**src/rtl/ser_pkg.sv**
```systemverilog
// Shared constants, state encoding and helpers for the serializer slot scheduler.
package ser_pkg;

  localparam int SER_WIDTH = 16;

  localparam logic [15:0] TRAIN_PATTERN = 16'hA5A5;
  localparam logic [15:0] IDLE_PATTERN  = 16'h0F0F;

  typedef enum logic {
    TRAIN,
    RUN
  } sched_state_e;

  // Successor of idx in a ring of n entries.
  function automatic int unsigned next_index(input int unsigned idx, input int unsigned n);
    return (idx + 1 == n) ? 0 : idx + 1;
  endfunction

endpackage

```
**src/rtl/rr_arbiter.sv**
```systemverilog
// Combinational round-robin arbiter: first asserted request at or after ptr, wrapping.
module rr_arbiter #(
  parameter int NUM_REQ = 4
) (
  input  logic [NUM_REQ-1:0]         req,
  input  logic [$clog2(NUM_REQ)-1:0] ptr,
  output logic [NUM_REQ-1:0]         grant,
  output logic [$clog2(NUM_REQ)-1:0] grant_idx,
  output logic                       any_grant
);

  localparam int IW = $clog2(NUM_REQ);

  logic [IW-1:0] cand;

  always_comb begin
    grant     = '0;
    grant_idx = '0;
    any_grant = 1'b0;
    cand      = '0;
    for (int unsigned k = 0; k < NUM_REQ; k++) begin
      cand = IW'((32'(ptr) + k) % NUM_REQ);
      if (!any_grant && req[cand]) begin
        any_grant   = 1'b1;
        grant[cand] = 1'b1;
        grant_idx   = cand;
      end
    end
  end

endmodule

```
**src/rtl/ser_slot_scheduler.sv**
```systemverilog
// Slot scheduler feeding the serializer: training burst after reset, then round-robin
// sharing with idle fill. Optional word statistics via SER_SLOT_SCHED_STATS_EN.
module ser_slot_scheduler
  import ser_pkg::*;
#(
  parameter int NUM_REQ     = 4,
  parameter int WIDTH       = SER_WIDTH,
  parameter int LOAD_PERIOD = 4,
  parameter int TRAIN_WORDS = 8
) (
  input  logic                         clk_i,
  input  logic                         rst_i,
  input  logic [NUM_REQ-1:0]           req_valid_i,
  input  logic [NUM_REQ*WIDTH-1:0]     req_data_i,
  output logic [NUM_REQ-1:0]           req_ready_o,
  output logic [WIDTH-1:0]             ser_data_o,
  output logic                         ser_load_o,
  output logic [$clog2(NUM_REQ)-1:0]   ser_src_o,
  output logic                         ser_idle_o,
  output logic                         train_done_o
`ifdef SER_SLOT_SCHED_STATS_EN
  ,
  output logic [31:0]                  stat_data_words_o,
  output logic [31:0]                  stat_idle_words_o
`endif
);

  localparam int IW = $clog2(NUM_REQ);
  localparam int CW = $clog2(LOAD_PERIOD);
  localparam int TW = $clog2(TRAIN_WORDS + 1);

  localparam logic [WIDTH-1:0] TRAIN_WORD = WIDTH'(TRAIN_PATTERN);
  localparam logic [WIDTH-1:0] IDLE_WORD  = WIDTH'(IDLE_PATTERN);

  sched_state_e  state;
  logic [CW-1:0] slot_cnt;
  logic [TW-1:0] train_cnt;
  logic [IW-1:0] ptr;

  logic               slot;
  logic [NUM_REQ-1:0] grant;
  logic [IW-1:0]      grant_idx;
  logic               any_grant;

  assign slot = (slot_cnt == CW'(LOAD_PERIOD - 1));

  rr_arbiter #(
    .NUM_REQ (NUM_REQ)
  ) u_arb (
    .req       (req_valid_i),
    .ptr       (ptr),
    .grant     (grant),
    .grant_idx (grant_idx),
    .any_grant (any_grant)
  );

  // Ready is combinational so a requester raised mid-period is taken in the same slot;
  // rst_i masks it so no handshake can complete in a reset cycle.
  always_comb begin
    req_ready_o = '0;
    if (state == RUN && slot && !rst_i) begin
      req_ready_o = grant;
    end
  end

  always_ff @(posedge clk_i) begin
    if (rst_i) begin
      state        <= TRAIN;
      slot_cnt     <= '0;
      train_cnt    <= '0;
      ptr          <= '0;
      ser_data_o   <= IDLE_WORD;
      ser_load_o   <= 1'b0;
      ser_src_o    <= '0;
      ser_idle_o   <= 1'b1;
      train_done_o <= 1'b0;
`ifdef SER_SLOT_SCHED_STATS_EN
      stat_data_words_o <= '0;
      stat_idle_words_o <= '0;
`endif
    end else begin
      slot_cnt   <= slot_cnt + CW'(1);
      ser_load_o <= slot;
      if (slot) begin
        case (state)
          TRAIN: begin
            ser_data_o <= TRAIN_WORD;
            ser_idle_o <= 1'b1;
            ser_src_o  <= '0;
            if (train_cnt == TW'(TRAIN_WORDS - 1)) begin
              state <= RUN;
            end else begin
              train_cnt <= train_cnt + TW'(1);
            end
          end
          RUN: begin
            train_done_o <= 1'b1;
            if (any_grant) begin
              ser_data_o <= req_data_i[grant_idx*WIDTH +: WIDTH];
              ser_src_o  <= grant_idx;
              ser_idle_o <= 1'b0;
              ptr        <= IW'(next_index(32'(grant_idx), NUM_REQ));
`ifdef SER_SLOT_SCHED_STATS_EN
              if (stat_data_words_o != '1) stat_data_words_o <= stat_data_words_o + 32'd1;
`endif
            end else begin
              ser_data_o <= IDLE_WORD;
              ser_idle_o <= 1'b1;
`ifdef SER_SLOT_SCHED_STATS_EN
              if (stat_idle_words_o != '1) stat_idle_words_o <= stat_idle_words_o + 32'd1;
`endif
            end
          end
          default: state <= TRAIN;
        endcase
      end
    end
  end

endmodule
```
**config.mk**
```make
export PLATFORM = sky130hd
export DESIGN_NAME = ser_slot_scheduler
export DESIGN_NICKNAME = d
export VERILOG_FILES = /design/src/rtl/ser_pkg.sv /design/src/rtl/rr_arbiter.sv /design/src/rtl/ser_slot_scheduler.sv
export SDC_FILE = /design/constraint.sdc
export NUM_CORES = 1
export LEC_CHECK = 0
export BUFFER_PORTS_ARGS = -buffer_cell sky130_fd_sc_hd__buf_4
export CAP_MARGIN = 20
export CORE_MARGIN = 4
export CORE_UTILIZATION = 48
export DETAILED_ROUTE_END_ITERATION = 10
export PLACE_DENSITY = 0.81
export SKIP_LAST_GASP = 1
export SYNTH_ARGS = -nofsm -noshare
export SYNTH_HDL_FRONTEND = slang
export SYNTH_SLANG_ARGS = --single-unit
```
**constraint.sdc**
```tcl
create_clock -name clk_i -period 3.2 [get_ports clk_i]
set_input_delay 0.8 -clock clk_i [delete_from_list [all_inputs] [get_ports clk_i]]
set_output_delay 0.8 -clock clk_i [all_outputs]
set_load 0.01 [all_outputs]
```
==> flow_summary.json <==
{
  "status": "completed",
  "clk_latency_ns": 0.28,
  "fp.dieW_um": 75.6,
  "final_max_slew_viol_count": 0,
  "antenna_left": 0,
  "cp_max_fo": 12,
  "n_antenna_cell": 0,
  "rsz0062_at_grt": "false",
  "drcViolationCount": 0,
  "r2r_start": "ptr[0]",
  "ys_seq_area_frac": 0.274,
  "ir_drop_uv": 247,
  "drive_above_1_share": 0.377,
  "syn_to_final_growth_pct": 40.8,
  "cts.clk_slew.worst_paths_ns": 0.06,
  "post-route-util": 0.704,
  "stdcell_area_mm2": 0.00309,
  "die_area_mm2": 0.00571,
  "place_area_mm2": 0.00294,
  "final.setup_skew_ns": 0.00179,
  "dp_hpwl_um": 4530,
  "synth_edf_count": 0,
  "drt-pass1-iter-count": 4,
  "coreArea_mm2": 0.00438,
  "synth-main-ff-cell": "dfxtp_1",
  "synth_area_per_cell_um2": 8.44,
  "yosysMostFrequentCell": "dfxtp_1",
  "powerDensity_mw_per_mm2": 289,
  "relSlewSlack": 0.517,
  "synth_fp_nets": 339,
  "cts_made_buffers": 5,
  "synth_area_mm2": 0.00219,
  "synth_common_cells": "30 x dfxtp_1, 25 x nor2_1, 22 x o21ai_0",
  "fp.dieH_um": 75.6,
  "ys_warn_count": 0,
  "fin_crit_ns": 3.06,
  "wire_per_inst_um": 15.1,
  "grt_pass1_vias": 1993,
  "finalPower_uw": 893,
  "grt_pass1_wl_um": 9090,
  "worstSetupPathType": "in2out",
  "max_stage_delay_ns": 0.50,
  "fin_nets": 433,
  "route.vias.total": 2281,
  "fin_tns_setup_ns": 0,
  "cap_violations": 0,
  "hp-class": "reg2reg",
  "viasPerCell": 5.60,
  "tightest_slew_ns": 0.717,
  "row_count": 24,
  "crit_required_ns": 2.40,
  "synth.largest_area_cell": "dfxtp_1",
  "cts_sinks": 30,
  "hold_buffers": 0,
  "wirelength_um": 6130,
  "yosys.area.top_type_share": 0.274,
  "antenna_found_initial": 0,
  "grt_max_degree": 21,
  "clockRootBuffer": "clkbuf_8",
  "arrival_ns": 2.26,
  "start_kind": "input port",
  "yosysUniqueCellTypes": 44,
  "grt-ovfl-total": 0,
  "io_buffers": 94,
  "hold_viol": 0,
  "end_kind": "output pin",
  "cts_tree": "done",
  "async_reset_ff_frac": 0,
  "synth.area.top_cells": "dfxtp_1 27%, mux2i_1 5.5%, ha_1 5.1%",
  "min-delay-start": "slot_cnt[0]",
  "fin_crit_sh": 0.956,
  "io_pins": 95,
  "htree_levels": 2,
  "routabilityCongestion": 0.842,
  "p_leak_uw": 0.00141,
  "worst_path_max_delay_cell": "mux4_2",
  "clockBufferDepth": 2,
  "grt.total_usage": 0.206,
  "fill_cells": 355,
  "drt_iter0_markers": 117,
  "synth-seq-cells": 30,
  "syn_inst": 260,
  "crit_path_cell_trace": "buf_4 > mux4_2 > nor2b_4 > a22oi_1 > nor2_1 > a221oi_1 > nor2_1 > buf_4",
  "whs_ns": 0.426,
  "fmax_mhz": 327,
  "initial_core_util": 0.500,
  "setup_viol": 0,
  "critPathLaunch": "req_valid_i[2]"
}
[registers in the layout, summed over array words and instances, names as in the netlist]
name	count
train_done_o	1
slot_cnt	2
ser_load_o	1
train_cnt	4
ptr	2
ser_src_o	2
ser_data_o	16
ser_idle_o	1
state	1
[report_power, final]
group / internal [uW] / leakage, uW / total, uW / switching, uW
clock network: 173 / 0.0000482 / 315 / 142
registers: 383 / 0.000243 / 387 / 4.63
logic: 109 / 0.00112 / 190 / 80.8
[cells in the final DEF (no fill, tap or decap), drive strengths merged, types with 8 or more instances in the layout]
cell    synthesis  layout
inv            12      12
a221oi          8       8
a211oi         12      12
dfxtp          30      30
nand2          16      16
nor2           26      26
buf             8     102
ha              9       9
a21boi          8       8
a21oi          15      15
o21ai          23      23
mux2i          12      12
[final timing paths]
path                                        to  slack (ns)  cells past startpoint
worst max-delay path            req_ready_o[2]        0.14                      8
worst min-delay path               slot_cnt[0]        0.43                      1
worst max register to register   ser_data_o[5]        0.51                      8
worst min register to register     slot_cnt[0]        0.43                      1
[cells by family after synthesis]
family	after synthesis	synth area share
AO/OA/AOI/OAI	91	0.287
XOR/XNOR	2	0.00799
adder cells (fa/ha/maj)	9	0.0513
buffers and inverters	28	0.0605
flip-flops	30	0.274
multiplexers	23	0.137
AND/OR/NAND/NOR	77	0.183
[critical path: cells and delay by family]
kind	cells	cell delay [ns]
mux	1	0.50
compound gates	2	0.37
buf+inv	2	0.29
simple gates	3	0.28
[cell type report]
| cell class | instances | area, um^2 | share of cell area |
|---|---|---|---|
| sequential | 30 | 601 | 0.194 |
| inverter | 12 | 45.0 | 0.0146 |
| timing repair buffer | 102 | 782 | 0.253 |
| tap | 52 | 65.1 | 0.0211 |
| clock inverter | 1 | 5.00 | 0.00162 |
| clock buffer | 7 | 86.3 | 0.0280 |
| multi-input combinational | 203 | 1500 | 0.487 |
[metal layers]
metal,global-route usage,vias up,routed length (um)
li1,-,1148,-
met1,0.270,1053,2610
met2,0.338,73,3110
met3,0.0356,7,340
met4,0.0757,0,71
met5,0,-,0
[per-stage QoR]
step           std cells  setup WS [ns]
6_report             407          0.141
3_5_place_dp         397         0.0623
5_1_grt              407         0.0120
2_1_floorplan        260         0.0995
3_3_place_gp         397         0.0909
4_1_cts              405         0.0612
[repair_timing]
action / CTS / global route
endpoints found under the setup margin: 0 / 4
resized for setup: 0 / 4
setup buffers: 0 / 1
No activity file was read; power rests on OpenSTA's default activity.
